===== src/rtl/imem_port_arbiter.sv =====
// Instruction memory port arbiter: loader writes vs core fetch reads
// on one synchronous single-port memory, with a starvation guard.
module imem_port_arbiter #(
  parameter int ADDR_W       = 6,
  parameter int DATA_W       = 32,
  parameter int STARVE_LIMIT = 4
) (
  input  logic              clk,
  input  logic              rst,
  input  logic              fetch_valid,
  output logic              fetch_ready,
  input  logic [ADDR_W-1:0] fetch_addr,
  output logic              fetch_rsp_valid,
  output logic [DATA_W-1:0] fetch_rsp_data,
  input  logic              load_valid,
  output logic              load_ready,
  input  logic [ADDR_W-1:0] load_addr,
  input  logic [DATA_W-1:0] load_data,
  input  logic              load_lock,
  output logic              mem_en,
  output logic              mem_we,
  output logic [ADDR_W-1:0] mem_addr,
  output logic [DATA_W-1:0] mem_wdata,
  input  logic [DATA_W-1:0] mem_rdata
);

  localparam int CW = $clog2(STARVE_LIMIT + 1);
  localparam logic [CW-1:0] LIMIT = CW'(STARVE_LIMIT);

  logic [CW-1:0]     starve_cnt;
  logic              starved;
  logic              rsp_q;
  logic              grant_fetch;
  logic              grant_load;
  logic [ADDR_W-1:0] addr_q;
  logic [DATA_W-1:0] wdata_q;

  assign starved = (starve_cnt == LIMIT);

  always_comb begin
    grant_fetch = 1'b0;
    grant_load  = 1'b0;
    if (!rst) begin
      if (load_lock) begin
        grant_load = load_valid;
      end else if (fetch_valid && (!load_valid || starved)) begin
        grant_fetch = 1'b1;
      end else begin
        grant_load = load_valid;
      end
    end
  end

  assign fetch_ready = grant_fetch;
  assign load_ready  = grant_load;
  assign mem_en      = grant_fetch | grant_load;
  assign mem_we      = grant_load;

  // Idle cycles replay the last address/data so the memory bus stays quiet.
  always_comb begin
    mem_addr = addr_q;
    if (grant_load) begin
      mem_addr = load_addr;
    end else if (grant_fetch) begin
      mem_addr = fetch_addr;
    end
  end

  assign mem_wdata = grant_load ? load_data : wdata_q;

  // A response pending across reset entry is suppressed immediately.
  assign fetch_rsp_valid = rsp_q & ~rst;
  assign fetch_rsp_data  = mem_rdata;

  always_ff @(posedge clk) begin
    if (rst) begin
      rsp_q      <= 1'b0;
      starve_cnt <= '0;
    end else begin
      rsp_q <= grant_fetch;
      // Lock freezes the count so fetch resumes its priority on release.
      if (!load_lock) begin
        if (grant_fetch || !fetch_valid) begin
          starve_cnt <= '0;
        end else if (!starved) begin
          starve_cnt <= starve_cnt + CW'(1);
        end
      end
    end
  end

  always_ff @(posedge clk) begin
    if (mem_en) begin
      addr_q <= mem_addr;
    end
    if (grant_load) begin
      wdata_q <= load_data;
    end
  end

endmodule

===== config.mk =====
export PLATFORM = sky130hd
export DESIGN_NAME = imem_port_arbiter
export DESIGN_NICKNAME = d
export VERILOG_FILES = /design/src/rtl/imem_port_arbiter.sv
export SDC_FILE = /design/constraint.sdc
export NUM_CORES = 1
export LEC_CHECK = 0
export ABC_AREA = 1
export CAP_MARGIN = 20
export CORE_AREA = 2 2 83 85
export CTS_BUF_LIST = sky130_fd_sc_hd__clkbuf_8
export CTS_CLUSTER_DIAMETER = 200
export DETAILED_ROUTE_END_ITERATION = 8
export DIE_AREA = 0 0 85 87
export PLACE_DENSITY = 0.77
export SLEW_MARGIN = 10
export SYNTH_ARGS = -nofsm -noshare
export SYNTH_HDL_FRONTEND = slang
export SYNTH_SLANG_ARGS = --single-unit

===== constraint.sdc =====
create_clock -name clk -period 1.9 [get_ports clk]
set_clock_uncertainty 0.15 [all_clocks]
set_input_delay 0.57 -clock clk [delete_from_list [all_inputs] [get_ports clk]]
set_output_delay 0.57 -clock clk [all_outputs]
set_load 0.005 [all_outputs]

==> impl_results.md, run 1 <==
- Antenna diode count: 0
- Antenna Violating Nets Remaining: 0
- CTS HTree Levels: 2
- Vias in the first global route: 1871
- Worst-path fanout max: 8
- Die Ht: 87 um
- Tot GR Track Use: 14.1%
- Hold/Removal Path Class: register to register
- Worst setup path class: primary input to primary output
- Max cap viols: 0
- Slew @ Worst Pin: 0.176 ns
- Largest net degree at the start of global routing: 17
- Max frequency: 0.398 GHz
- Input/output buffers: 91
- Post-route setup slack: -0.610 ns
- Worst R2R Setup Slack: -0.58 ns
- Fin Setup TNS: -22.69 ns
- Initial DRC count: 25
- Initial Utilization: 28.9%
- Vias/cell: 4.38
- Num rows: 30
- DR WL/cell: 14.1 um
- Fin crit period: 2.51 ns
- Yosys reg bits: 42
- Syn_area_per_cell: 7.88 um2
- Area grow syn2layout: 98.9%
- Failing checks: setup timing
- Clock Sinks: 42
- Distinct cells, synth: 19
- CP arrival: 1.79 ns
- HPWL after DPL: 3.36 mm
- Setup-failing EPs final: 43
- Status: complete, but fails checks
- Slew Limit Fails: 0
- VDD IR max: 0.499 mV
- Core region area: 0.00657 mm2
- Drt pass-1 iters: 3
- DRC viols: 0
- RD Place Congestion: 0.746
- Max clock buf depth: 2
- Sequential area share after synthesis: 47.5%
- Nets: 439
- CTS tree: built
- Worst hold slack: 0.298 ns
- Grt total ovfl: 0
- Final Cycle Share: 132%
- Synth area leader: dfxtp_1
- First-pass GRT wire length: 8.39 mm
- Die area: 0.00740 mm2
- Layout cells sized above 1: 60.4%
- Final hold vios: 0
- Area of the mapped netlist: 0.00190 mm2
- DIE WIDTH: 85 um
- Final WL: 6.13 mm
- WP data required: 1.18 ns
- Clk root buf: clkbuf_8
- CTS buffer count: 5
- Cells after Synth: 241
- Unrepaired setup endpoints after global routing: true
- Syn_nets: 324
- PD cells: 665 mW/mm2
- Startpoint Class: primary input
- Clk_lat worst skew: 0.28 ns
- Critical Path End Type: primary output
- Area contributors post-synth: dfxtp_1 38%, nand2_1 23%, buf_4 14%
- Slew margin rel.: 88.3%
- Yosys warning total: 0
- Pleak: 1.83 nW
- FILL cells: 567
- Top Ports: 156
- Antenna violations before repair: 0
- Worst-path clk slew: 0.08 ns
- Via count: 1908
- Post-synth top area share: 38.0%
through the flow:
step / worst slack, ns / util (%) / area (um2) / power [W] / std cells
4_1_cts: -0.665 / 51.9 / 3410 / 0.00238 / 440
3_3_place_gp: -1.19 / 43.7 / 2870 / 0.00171 / 386
3_5_place_dp: -1.22 / 43.7 / 2870 / 0.00172 / 386
5_1_grt: -0.715 / 57.5 / 3780 / 0.00264 / 436
2_1_floorplan: -0.0445 / - / 2050 / 0.00137 / 241
6_report: -0.610 / 57.5 / 3780 / 0.00251 / 436
Yosys cell counts:
master    instances
nand2_1         116
inv_2             2
a21oi_1           2
nor2_1           11
xor2_1            1
buf_4            36
buf_2             1
nand3_4           1
buf_6             4
nand3_1           4
nand3_2           2
a31oi_1           6
and3_1            1
edfxtp_1          6
ha_1              2
dfxtp_1          36
inv_1             8
nand2_2           1
nor2_4            1
cell families (layout without fill, tap and decap cells):
| family | count (synthesis) | after routing | synth area share, % |
|---|---|---|---|
| AO/OA/AOI/OAI | 8 | 8 | 2.51 |
| XOR/XNOR | 1 | 1 | 0.462 |
| adder cells (fa/ha/maj) | 2 | 2 | 1.32 |
| buffers and inverters | 51 | 166 | 18.9 |
| flip-flops | 42 | 42 | 47.5 |
| AND/OR/NAND/NOR | 137 | 137 | 29.4 |
state kept, by name (all words and copies together), names as in the netlist:
signal,flops
rsp_q,1
starve_cnt,3
wdata_q,32
addr_q,6
area by class of cell:
| type | instances | area, um2 | area share, % |
|---|---|---|---|
| repair buffers | 149 | 1480 | 39.2 |
| multi-input cells | 148 | 1160 | 30.8 |
| flip-flops and latches | 42 | 903 | 23.9 |
| well taps | 80 | 100 | 2.65 |
| clock buffers | 5 | 68.8 | 1.82 |
| inverters | 10 | 53.8 | 1.42 |
| clock inverters | 2 | 7.51 | 0.199 |
path summary, 6_finish.rpt:
path / from / end / cells past startpoint
max: load_valid / mem_wdata[21] / 11
min: wdata_q[16] / wdata_q[16] / 2
max reg2reg: starve_cnt[0] / wdata_q[21] / 19
min reg2reg: wdata_q[16] / wdata_q[16] / 2
metal layers:
layer	routed length, um	track usage (%)
met1	2120	15.7
met2	3470	25.3
met3	456	4.45
met4	88	5.34
met5	0	0
cell usage in the layout (no fill, tap or decap), types with 2 or more instances in the layout:
cell and instances:
nand2_2 51, clkdlybuf4s50_1 44, nand2_1 34, buf_6 34
dfxtp_1 34, nand2_4 32, buf_4 29, buf_2 25
buf_12 10, nor2_4 6, a31oi_4 6, inv_1 6
edfxtp_1 6, nor2_1 5, clkbuf_8 5, nand3_1 4
nand3_4 3, clkbuf_16 3, inv_2 2, a21oi_1 2
dlygate4sd2_1 2, dfxtp_2 2
power breakdown:
group	switching [W]	internal, W	total [W]
sequential	0.0000461	0.00102	0.00107
clock	0.000294	0.000243	0.000537
combinational	0.000379	0.000524	0.000904
worst max-delay path: stages:
cell and delay, ns:
dlygate4sd2_1 0.28, nand2_2 0.08, nand2_2 0.06, nand3_4 0.11, clkinv_4 0.07, buf_12 0.14, buf_12 0.14, buf_6 0.12
nand2_4 0.05, nand2_4 0.05, buf_6 0.11
what timing repair did:
item	4_1_cts	5_1_grt
hold buffers	0	0
setup buffers	44	11
gates resized for setup	244	118
cloned	4	3
setup endpoints to repair	54	51
pin swaps	21	29
(Power assumes the default switching activity.)
==> run 2, diff against run 1 <==
Settings changed: CORE_AREA 2 2 83 85 to 10 10 91 93, DIE_AREA 0 0 85 87 to 0 0 101 103.
==> run 2 against run 1 <==
  * The run still ends with setup timing left
  * Die area grew 41%
  * First-iteration DRC count is 140% higher
  * Sequential share of layout area up 1.1 points
  * Combinational power down 4.9%
  * Setup slack worse by 0.037 ns
  * Clock power rose by 0.9%
  * Sequential power is essentially flat
  * Largest power group unchanged
==> impl_results.md, run 2 (same netlist as run 1, synthesis figures left out) <==
- Antenna Violating Nets Remaining: 0
- Drt pass-1 iters: 4
- Top Ports: 156
- Layout cells sized above 1: 51.1%
- Slew @ Worst Pin: 0.225 ns
- Fin crit period: 2.55 ns
- Area grow syn2layout: 90.3%
- Slowest CP cell: clkdlybuf4s15_1
- Critical Path End Type: primary output
- Vias in the first global route: 1949
- Max frequency: 0.393 GHz
- Max reg flops: 32
- Clock Sinks: 42
- Post-route setup slack: -0.647 ns
- Hold buffer count at cts: 0
- Pleak: 1.74 nW
- Worst-path fanout max: 5
- DRC viols: 0
- Max stage delay on crit path: 0.23 ns
- Max clock buf depth: 2
- Grt total ovfl: 0
- Launch point of the worst path: load_lock
- Setup-failing EPs final: 42
- Core region area: 0.00657 mm2
- CP arrival: 1.83 ns
- Largest net degree at the start of global routing: 16
- Hold/Removal Path Class: register to register
- Place WS: -1.24 ns
- Vias/cell: 4.40
- VDD IR max: 0.522 mV
- HPWL after DPL: 4.40 mm
- CTS HTree Levels: 2
- Final cell count without fillers: 430
- Antenna diode count: 0
- Initial DRC count: 60
- Commonest non-fill, non-tap cells in the layout: 63 x nand2_1, 44 x clkdlybuf4s50_1, 34 x dfxtp_1, 32 x buf_6, 28 x nand2_2
- Die area: 0.0104 mm2
- Reg2Reg Launch Point: starve_cnt[1]
- Via count: 1894
- Slew Limit Fails: 0
- Final Util: 55.0%
- Worst R2R Setup Slack: 0.02 ns
- Buf/Inv on CP: 6
- Tot GR Track Use: 11.5%
- Worst R2R End: wdata_q[15]
- Crit path depth: 11
- Crit path cell chain: clkdlybuf4s15_1 > nor2_4 > nand2_4 > nand3_4 > clkinv_4 > buf_6 > buf_12 > buf_16 > nand2_2 > nand2_1 > buf_2
- DIE WIDTH: 101 um
- FILL cells: 561
- Unrepaired setup endpoints after global routing: true
- Startpoint Class: primary input
- Num rows: 30
- Final WL: 6.75 mm
- Nets: 433
- Final Cell Area: 0.00361 mm2
- Input/output buffers: 91
- Die Ht: 103 um
- DR WL/cell: 15.7 um
- Crit path to: mem_wdata[16]
- Status: complete, but fails checks
- Final Cycle Share: 134%
- Antenna violations before repair: 0
- WP data required: 1.18 ns
- First-pass GRT wire length: 9.43 mm
- Failing checks: setup timing
- Final hold vios: 0
- Slew margin rel.: 85.0%
- Post-place instance area: 0.00289 mm2
- RD Place Congestion: 0.740
- Initial Utilization: 28.9%
- Top delay family on crit path: buffers and inverters
- Max cap viols: 0
- Clk root buf: clkbuf_8
- Clk_lat worst skew: 0.29 ns
- Top reg by flops: wdata_q
- Largest regs: wdata_q (32), addr_q (6), starve_cnt (3)
- CTS buffer count: 5
- PD cells: 682 mW/mm2
- Worst reg2reg path depth: 14
- CTS tree: built
- Placed cell count: 388
- Worst setup path class: primary input to primary output
- Worst-path clk slew: 0.07 ns
- Commonest non-fill, non-tap cell in the layout: nand2_1
## run 2: cell types whose count changed in the layout (fill, tap and decap cells not counted), moves of 3 or more
| cell | delta |
|---|---|
| buf_12 | -3 |
| buf_2 | -4 |
| buf_4 | -3 |
| buf_8 | +4 |
| nand2_1 | +29 |
| nand2_2 | -23 |
| nand2_4 | -6 |
## run 2: worst min path at each step
stage / slack (ns) / startpoint / cells after the start / end
floorplan: 0.29 / wdata_q[22] / 2 / wdata_q[22]
global placement: 0.27 / wdata_q[22] / 2 / wdata_q[22]
detailed placement: 0.28 / wdata_q[12] / 2 / wdata_q[12]
CTS: 0.30 / wdata_q[12] / 2 / wdata_q[12]
global route: 0.31 / wdata_q[16] / 2 / wdata_q[16]
finish: 0.29 / wdata_q[16] / 2 / wdata_q[16]
## run 2: layout make-up
cell class,count,area (um2),share of cell area (%)
Inverter,10,53.8,1.49
Sequential cell,42,903,25.0
Clock buffer,5,68.8,1.91
Multi-Input combinational cell,148,1040,28.9
Clock inverter,2,10.0,0.277
Tap cell,80,100,2.77
Timing Repair Buffer,143,1430,39.7
## run 2: report_power, final
| part | internal [W] | total [W] | switching (W) |
|---|---|---|---|
| clock | 0.000247 | 0.000542 | 0.000295 |
| combinational | 0.000493 | 0.000860 | 0.000367 |
| sequential | 0.00102 | 0.00106 | 0.0000397 |
| total | 0.00176 | 0.00247 | 0.000702 |
## run 2: timing repair
item | 4_1_cts | 5_1_grt
gates cloned | 3 | 1
endpoints found under the hold margin | 0 | 0
pin swaps | 17 | 25
gates resized for setup | 223 | 88
setup buffers | 26 | 15
endpoints found under the setup margin | 57 | 43
## run 2: stage by stage
step	hold WS (ns)	setup TNS [ns]	total power, W
final	0.292	-24.60	0.00247
after global routing	0.315	-27.78	0.00259
after CTS	0.295	-25.70	0.00232
after detailed placement	0.284	-60.56	0.00174
after global placement	0.274	-58.07	0.00173
after floorplan	0.287	-0.656	0.00137
## run 2: per-layer routing
metal	vias up	routed length (um)	GRT usage [%]	share of wire, %
li1	921	-	-	-
met1	889	2180	10.7	32
met2	70	3760	20.8	56
met3	14	697	5.63	10
met4	0	107	4.93	1.6
met5	-	0	0	0
## run 2: worst reg2reg max path: cells and delay by family, from the launching register on
family,cells,cell delay (ns)
adders and majority gates,1,0.14
buffers and inverters,7,0.77
DFF,1,0.33
and+or+nand+nor,6,0.39
==> run 3, diff against run 2 <==
Settings changed: CORE_AREA 10 10 91 93 to 2 2 83 85, DIE_AREA 0 0 101 103 to 0 0 85 87.
==> results of run 3 <==
No change in the layout: final DEF, timing and power equal those of run 1.
